**src/rtl/qos_pkg.sv**
```systemverilog
// Shared types and defaults for the QoS request dispatcher.
package qos_pkg;

  localparam int QOS_C_DEF     = 4;
  localparam int QOS_LEN_W_DEF = 12;
  localparam int QOS_TAG_W_DEF = 8;

  // Dispatcher FSM: waiting for a grant, or streaming beats of one descriptor.
  typedef enum logic [0:0] {
    ST_IDLE  = 1'b0,
    ST_BURST = 1'b1
  } disp_state_e;

  // One queued request descriptor at the default widths.
  typedef struct packed {
    logic [QOS_LEN_W_DEF-1:0] len;
    logic [QOS_TAG_W_DEF-1:0] tag;
  } qos_desc_t;

  // True when exactly one bit of v is set.
  function automatic logic onehot32(input logic [31:0] v);
    return (v != 32'd0) && ((v & (v - 32'd1)) == 32'd0);
  endfunction

endpackage

```
**src/rtl/qos_class_fifo.sv**
```systemverilog
// Per-class descriptor FIFO. Head is presented combinationally from storage;
// head_len reads as zero when the FIFO is empty.
module qos_class_fifo
  import qos_pkg::*;
#(
  parameter int DEPTH = 8,
  parameter int LEN_W = QOS_LEN_W_DEF,
  parameter int TAG_W = QOS_TAG_W_DEF
) (
  input  logic             clk,
  input  logic             reset,
  input  logic             wr_en,
  input  logic [LEN_W-1:0] wr_len,
  input  logic [TAG_W-1:0] wr_tag,
  input  logic             rd_en,
  output logic [LEN_W-1:0] head_len,
  output logic [TAG_W-1:0] head_tag,
  output logic             empty,
  output logic             full
);

  localparam int AW = (DEPTH > 1) ? $clog2(DEPTH) : 1;
  localparam logic [AW:0] FULL_CNT = (AW+1)'(DEPTH);

  logic [LEN_W-1:0] len_mem_r [DEPTH];
  logic [TAG_W-1:0] tag_mem_r [DEPTH];
  logic [AW-1:0]    wr_ptr_r;
  logic [AW-1:0]    rd_ptr_r;
  logic [AW:0]      count_r;
  logic             wr_ok_s;
  logic             rd_ok_s;

  assign empty   = (count_r == {(AW+1){1'b0}});
  assign full    = (count_r == FULL_CNT);
  assign wr_ok_s = wr_en & ~full;
  assign rd_ok_s = rd_en & ~empty;

  // Storage write; contents need no reset since occupancy gates every read.
  always_ff @(posedge clk) begin
    if (wr_ok_s) begin
      len_mem_r[wr_ptr_r] <= wr_len;
      tag_mem_r[wr_ptr_r] <= wr_tag;
    end
  end

  // Pointer and occupancy tracking; simultaneous push and pop keep the count.
  always_ff @(posedge clk) begin
    if (reset) begin
      wr_ptr_r <= {AW{1'b0}};
      rd_ptr_r <= {AW{1'b0}};
      count_r  <= {(AW+1){1'b0}};
    end else begin
      if (wr_ok_s) begin
        wr_ptr_r <= wr_ptr_r + AW'(1);
      end
      if (rd_ok_s) begin
        rd_ptr_r <= rd_ptr_r + AW'(1);
      end
      case ({wr_ok_s, rd_ok_s})
        2'b10:   count_r <= count_r + (AW+1)'(1);
        2'b01:   count_r <= count_r - (AW+1)'(1);
        default: count_r <= count_r;
      endcase
    end
  end

  // Head view; an empty FIFO advertises a zero length to the arbiter.
  always_comb begin
    head_len = {LEN_W{1'b0}};
    head_tag = {TAG_W{1'b0}};
    if (empty) begin
      head_len = {LEN_W{1'b0}};
      head_tag = {TAG_W{1'b0}};
    end else begin
      head_len = len_mem_r[rd_ptr_r];
      head_tag = tag_mem_r[rd_ptr_r];
    end
  end

endmodule

```
**src/rtl/qos_req_dispatch.sv**
```systemverilog
// QoS request dispatcher: per-class descriptor FIFOs feed an external DRR
// arbiter; a granted descriptor is expanded into a beat stream downstream.
module qos_req_dispatch
  import qos_pkg::*;
#(
  parameter int C     = QOS_C_DEF,
  parameter int LEN_W = QOS_LEN_W_DEF,
  parameter int TAG_W = QOS_TAG_W_DEF,
  parameter int DEPTH = 8,
  localparam int CLS_W = (C > 1) ? $clog2(C) : 1
) (
  input  logic               clk,
  input  logic               reset,
  input  logic [C-1:0]       enq_valid,
  output logic [C-1:0]       enq_ready,
  input  logic [C*LEN_W-1:0] enq_len_flat,
  input  logic [C*TAG_W-1:0] enq_tag_flat,
  output logic [C-1:0]       req_valid,
  output logic [C*LEN_W-1:0] req_len_flat,
  input  logic [C-1:0]       grant,
  input  logic               grant_valid,
  output logic               out_valid,
  input  logic               out_ready,
  output logic [CLS_W-1:0]   out_class,
  output logic [TAG_W-1:0]   out_tag,
  output logic [LEN_W-1:0]   out_beat,
  output logic               out_last,
  output logic               drop_pulse,
  output logic               proto_err
);

  disp_state_e      state_r;
  logic [C-1:0]     fifo_empty_s;
  logic [C-1:0]     fifo_full_s;
  logic [C-1:0]     wr_en_s;
  logic [C-1:0]     rd_en_s;
  logic [C-1:0]     drop_hit_s;
  logic [LEN_W-1:0] head_len_s [C];
  logic [TAG_W-1:0] head_tag_s [C];

  logic [CLS_W-1:0] grant_idx_s;
  logic [LEN_W-1:0] sel_len_s;
  logic [TAG_W-1:0] sel_tag_s;
  logic             legal_s;
  logic             illegal_s;
  logic [LEN_W-1:0] next_beat_s;
  logic             next_last_s;

  logic             out_valid_r;
  logic             out_last_r;
  logic [CLS_W-1:0] out_class_r;
  logic [TAG_W-1:0] out_tag_r;
  logic [LEN_W-1:0] out_beat_r;
  logic [LEN_W-1:0] burst_len_r;
  logic             drop_r;
  logic             proto_r;

  for (genvar g = 0; g < C; g++) begin : g_class
    logic len_zero_s;
    assign len_zero_s    = (enq_len_flat[g*LEN_W +: LEN_W] == {LEN_W{1'b0}});
    assign enq_ready[g]  = ~fifo_full_s[g];
    assign drop_hit_s[g] = enq_valid[g] & ~fifo_full_s[g] & len_zero_s;
    assign wr_en_s[g]    = enq_valid[g] & ~fifo_full_s[g] & ~len_zero_s;
    assign rd_en_s[g]    = legal_s & grant[g];
    assign req_len_flat[g*LEN_W +: LEN_W] = head_len_s[g];

    qos_class_fifo #(
      .DEPTH (DEPTH),
      .LEN_W (LEN_W),
      .TAG_W (TAG_W)
    ) u_fifo (
      .clk      (clk),
      .reset    (reset),
      .wr_en    (wr_en_s[g]),
      .wr_len   (enq_len_flat[g*LEN_W +: LEN_W]),
      .wr_tag   (enq_tag_flat[g*TAG_W +: TAG_W]),
      .rd_en    (rd_en_s[g]),
      .head_len (head_len_s[g]),
      .head_tag (head_tag_s[g]),
      .empty    (fifo_empty_s[g]),
      .full     (fifo_full_s[g])
    );
  end

  // Arbiter only sees requests while no burst is in flight.
  assign req_valid = (state_r == ST_IDLE) ? ~fifo_empty_s : {C{1'b0}};

  // Decode the grant: target class, its head descriptor, and legality.
  always_comb begin
    grant_idx_s = {CLS_W{1'b0}};
    sel_len_s   = {LEN_W{1'b0}};
    sel_tag_s   = {TAG_W{1'b0}};
    for (int i = 0; i < C; i++) begin
      grant_idx_s = grant_idx_s | (grant[i] ? CLS_W'(i) : {CLS_W{1'b0}});
      sel_len_s   = sel_len_s | (grant[i] ? head_len_s[i] : {LEN_W{1'b0}});
      sel_tag_s   = sel_tag_s | (grant[i] ? head_tag_s[i] : {TAG_W{1'b0}});
    end
    legal_s   = grant_valid & onehot32(32'(grant)) &
                ~(|(grant & fifo_empty_s)) & (state_r == ST_IDLE);
    illegal_s = grant_valid & ~legal_s;
  end

  // Beat advance; out_last for the following beat is precomputed here.
  assign next_beat_s = out_beat_r + LEN_W'(1);
  assign next_last_s = (next_beat_s == (burst_len_r - LEN_W'(1)));

  // Dispatcher FSM with registered beat-stream and event outputs.
  always_ff @(posedge clk) begin
    if (reset) begin
      state_r     <= ST_IDLE;
      out_valid_r <= 1'b0;
      out_last_r  <= 1'b0;
      out_class_r <= {CLS_W{1'b0}};
      out_tag_r   <= {TAG_W{1'b0}};
      out_beat_r  <= {LEN_W{1'b0}};
      burst_len_r <= {LEN_W{1'b0}};
      drop_r      <= 1'b0;
      proto_r     <= 1'b0;
    end else begin
      drop_r  <= |drop_hit_s;
      proto_r <= illegal_s;
      case (state_r)
        ST_IDLE: begin
          if (legal_s) begin
            state_r     <= ST_BURST;
            out_valid_r <= 1'b1;
            out_class_r <= grant_idx_s;
            out_tag_r   <= sel_tag_s;
            out_beat_r  <= {LEN_W{1'b0}};
            burst_len_r <= sel_len_s;
            out_last_r  <= (sel_len_s == LEN_W'(1));
          end else begin
            out_valid_r <= 1'b0;
            out_last_r  <= 1'b0;
          end
        end
        ST_BURST: begin
          if (out_ready) begin
            if (out_last_r) begin
              state_r     <= ST_IDLE;
              out_valid_r <= 1'b0;
              out_last_r  <= 1'b0;
            end else begin
              out_beat_r <= next_beat_s;
              out_last_r <= next_last_s;
            end
          end else begin
            out_beat_r <= out_beat_r;
          end
        end
        default: begin
          state_r     <= ST_IDLE;
          out_valid_r <= 1'b0;
          out_last_r  <= 1'b0;
        end
      endcase
    end
  end

  assign out_valid  = out_valid_r;
  assign out_last   = out_last_r;
  assign out_class  = out_class_r;
  assign out_tag    = out_tag_r;
  assign out_beat   = out_beat_r;
  assign drop_pulse = drop_r;
  assign proto_err  = proto_r;

endmodule
```
**config.mk**
```make
export PLATFORM = sky130hd
export DESIGN_NAME = qos_req_dispatch
export DESIGN_NICKNAME = d
export VERILOG_FILES = /design/src/rtl/qos_pkg.sv /design/src/rtl/qos_class_fifo.sv /design/src/rtl/qos_req_dispatch.sv
export SDC_FILE = /design/constraint.sdc
export NUM_CORES = 1
export LEC_CHECK = 0
export BUFFER_PORTS_ARGS = -buffer_cell sky130_fd_sc_hd__buf_4
export CAP_MARGIN = 30
export CORE_UTILIZATION = 33
export DETAILED_ROUTE_END_ITERATION = 7
export PLACE_DENSITY = 0.58
export REMOVE_ABC_BUFFERS = 1
export SYNTH_ARGS = -nofsm -noshare
export SYNTH_HDL_FRONTEND = slang
export SYNTH_SLANG_ARGS = --single-unit
export TNS_END_PERCENT = 100
```
**constraint.sdc**
```tcl
create_clock -name clk -period 4 [get_ports clk]
set_input_delay 0.8 -clock clk [delete_from_list [all_inputs] [get_ports clk]]
set_output_delay 0.8 -clock clk [all_outputs]
set_load 0.02 [all_outputs]
```
==> impl_metrics.yaml <==
worst_setup_path:
  rrSetupSlack_ns: 0.60
  start_kind: "register"
  crit_path_end_kind: "primary output"
  cp.arrival_ns: 3.00
  cpMaxStageDelayCell: "dfxtp_2"
  max_stage_delay_ns: 0.78
  worst-path-buf-inv: 2
  r2r_cells: 7
  crit_fanout: 23
  critPathKind: "reg2out"
  crit_family: "flip-flops"
  r2r_end: "out_last"
  crit_path_cell_trace: "buf_4 > nor2_1 > a22o_1 > nor3_1 > buf_4"
  worstPathRequired_ns: 3.20
  cpMostUsedCell: "buf_4"
sta:
  fin_skew_ns: 0.0184
  worst_pin_slew_ns: 1.00
  relSlewSlack_pct: 33.3
  finalMaxSlewViolations: 0
  setup_violations: 0
  post-route-min-period_ns: 3.80
  rsz0062_at_grt: "false"
  fmax_mhz: 263
  min_period_over_period_pct: 94.9
  final.setup.tns_ns: 0
  hold_slack_ns: 0.420
  hold_viol: 0
  fin_ws_ns: 0.203
route:
  vias: 16262
  via_per_inst: 5.19
  ant_nets: 0
  first_pass_iters: 6
  drc: 0
  wl_per_cell_um: 24.6
  drt_wl_total_um: 77200
  drt_iter0_drc: 1547
floorplanning:
  core_area_um2: 87400
  start_util_pct: 33.5
  dieArea_um2: 90100
  die_h_um: 300
  io_pins: 174
  die_w_um: 300
  rows: 108
logic_synthesis:
  async_flop_share_pct: 0
  synth.distinct_cells: 55
  yosysTopAreaCellShare_pct: 65.5
  synth-warning-count: 0
  yosys.area.top_type: "edfxtp_1"
  syn_inst: 1656
  synth-seq-cells: 731
  synth_edf_count: 640
  ys_seq_area_share_pct: 71.8
  synth_area_um2: 29300
  synthTopCellsByArea: "edfxtp_1, mux4_2, dfxtp_1"
  postSynthAreaPerCell_um2: 17.7
  synth_flop_cell: "edfxtp_1"
final_layout:
  areaGrowthSynthToFinish_pct: 19.4
  nets: 2026
  drive_gt1_share_pct: 29.5
pwr:
  internal_power_uw: 13000
  clockPowerShare_pct: 41.2
  comb_power_share_pct: 7.6
  seq_power_share_pct: 51.2
  p_leak_uw: 0.0114
  peakVddDrop_v: 0.000297
  p_per_area_nw_per_um2: 477
  switchingPower_uw: 3750
  netSwitchingFraction_pct: 22.4
cts:
  tritoncts: "built"
  cts_max_level: 3
  cts_buffers: 75
  holdBufCountCts: 0
  cts_resized: 0
  max-clock-path-buffers: 3
  clock_sinks: 731
  post_cts_buffers: 0
  worstSkewPairLatency_ns: 0.61
  clk_pin_slew_ns: 0.06
  cts_root_buf: "clkbuf_16"
status:
  status: "complete, no violations"
placed_design:
  port_buffers: 173
  pre_cts_ws_ns: 0.456
  dp_hpwl_um: 51600
  finalWeightedCongestion: 0.788
global_routing:
  grt_max_degree: 83
  grt.total_usage_pct: 17.1
  grt_overflow: 0
  antenna_found_initial: 11
  grt_pass1_wl_um: 112000
  grt_pass1_vias: 16176
run:
  cap_violations: 0
hold_path:
  whs_endpoint: "g_class[1].u_fifo.tag_mem_r[6][2]"
  hold_depth: 1
  hp-start: "enq_tag_flat[10]"
  holdCritPathClass: "in2reg"
==> cells in the mapped netlist (4+ instances only) <==
| master | instances |
|---|---|
| mux2i_1 | 87 |
| nand2_1 | 54 |
| mux4_1 | 4 |
| or3_1 | 9 |
| o21ai_0 | 16 |
| mux4_2 | 145 |
| xor2_1 | 27 |
| nor4bb_1 | 6 |
| nor2b_1 | 13 |
| nand4_1 | 8 |
| ha_1 | 22 |
| a21oi_1 | 32 |
| nor4_1 | 22 |
| nor3b_1 | 17 |
| and3_1 | 9 |
| o22ai_1 | 36 |
| buf_1 | 12 |
| nand2b_1 | 14 |
| nand3b_1 | 5 |
| nor2_1 | 152 |
| buf_2 | 37 |
| edfxtp_1 | 640 |
| a211oi_1 | 16 |
| clkbuf_1 | 31 |
| nor3_1 | 45 |
| dfxtp_1 | 91 |
| xnor2_1 | 34 |
| inv_1 | 8 |
| nand3_1 | 12 |
| mux2_2 | 10 |
==> cells in the final DEF (no fill, tap or decap), types with 5 or more instances in the layout <==
master	count
edfxtp_1	640
buf_4	260
mux4_2	145
nor2_1	140
mux2i_1	87
dfxtp_1	83
clkbuf_16	79
nand2_1	54
nor3_1	36
o22ai_1	36
xnor2_1	34
a21oi_1	32
xor2_1	27
ha_1	22
nor4_1	20
clkbuf_1	18
o21ai_0	16
a211oi_1	16
clkinv_1	15
nand2b_1	14
nor2b_1	13
clkinv_2	13
nand3_1	12
nor3b_2	12
nor2_2	12
mux2_2	10
or3_1	9
and3_1	9
nor3_2	9
inv_1	8
nand4_1	8
dfxtp_2	7
nor4bb_1	6
nor3b_1	5
nand3b_1	5
bufinv_16	5
==> kinds of logic (layout without fill, tap and decap cells) <==
family          count (synthesis)  count (layout)  synth area share [%]
mux                           246             246                  14.8
buf+inv                        93             412                  1.43
other cells                     0               4                     0
xor+xnor                       61              61                  1.82
simple gates                  377             377                  6.35
flops                         731             731                  71.8
fa+ha+maj                      22              22                 0.939
compound gates                126             126                  2.85
==> per-layer routing <==
metal	up-vias	part of all wire (%)	GRT usage, %
li1	7119	-	-
met1	8476	43	23.8
met2	565	47	26.8
met3	90	8.5	4.60
met4	12	1.4	3.63
met5	-	0.11	0
==> state kept, by name, indices dropped and copies added (netlist names), named ones only <==
register                  flops
state_r                       1
out_tag                       8
g_class.u_fifo.len_mem_r    384
out_class                     2
g_class.u_fifo.count_r       16
drop_pulse                    1
out_last                      1
proto_err                     1
out_valid                     1
out_beat                     12
g_class.u_fifo.rd_ptr_r      12
g_class.u_fifo.tag_mem_r    256
g_class.u_fifo.wr_ptr_r      12
burst_len_r                  12
==> cell type report <==
class / instances / area (µm²)
fillers: 7845 / 52400
flip-flops and latches: 731 / 21100
multi-input cells: 832 / 8030
clock buffers: 102 / 2100
repair buffers: 263 / 2000
well taps: 1155 / 1450
clock inverters: 38 / 338
inverters: 9 / 33.8
diodes: 4 / 10.0
==> power by group through the flow <==
stage	clock network [µW]	logic, µW	registers, µW
floorplan	0	591	8710
global placement	0	1260	8710
detailed placement	0	1280	8720
CTS	7020	1280	8560
global route	7310	1370	8570
finish	6890	1280	8550
==> through the flow <==
step	cell area (µm²)	utilization (%)	cells	total power, µW
floorplan	28900	-	1572	9300
global placement	32600	37.2	2989	9960
detailed placement	32600	37.2	2990	10000
CTS	35000	40.0	3130	16900
global route	35000	40.1	3133	17200
finish	35000	40.1	3134	16700
==> worst max-delay path by stage <==
stage                                              end  slack, ns  cells after the start
after detailed placement  g_class[2].u_fifo.count_r[2]       0.46                     12
final                                 req_len_flat[38]       0.20                      5
after global routing                  req_len_flat[11]       0.02                      6
after floorplan                               out_last     0.0004                      7
after global placement    g_class[2].u_fifo.count_r[2]       0.49                     14
after CTS                             req_len_flat[19]       0.11                      4
Power figures use the tool's default switching activity.
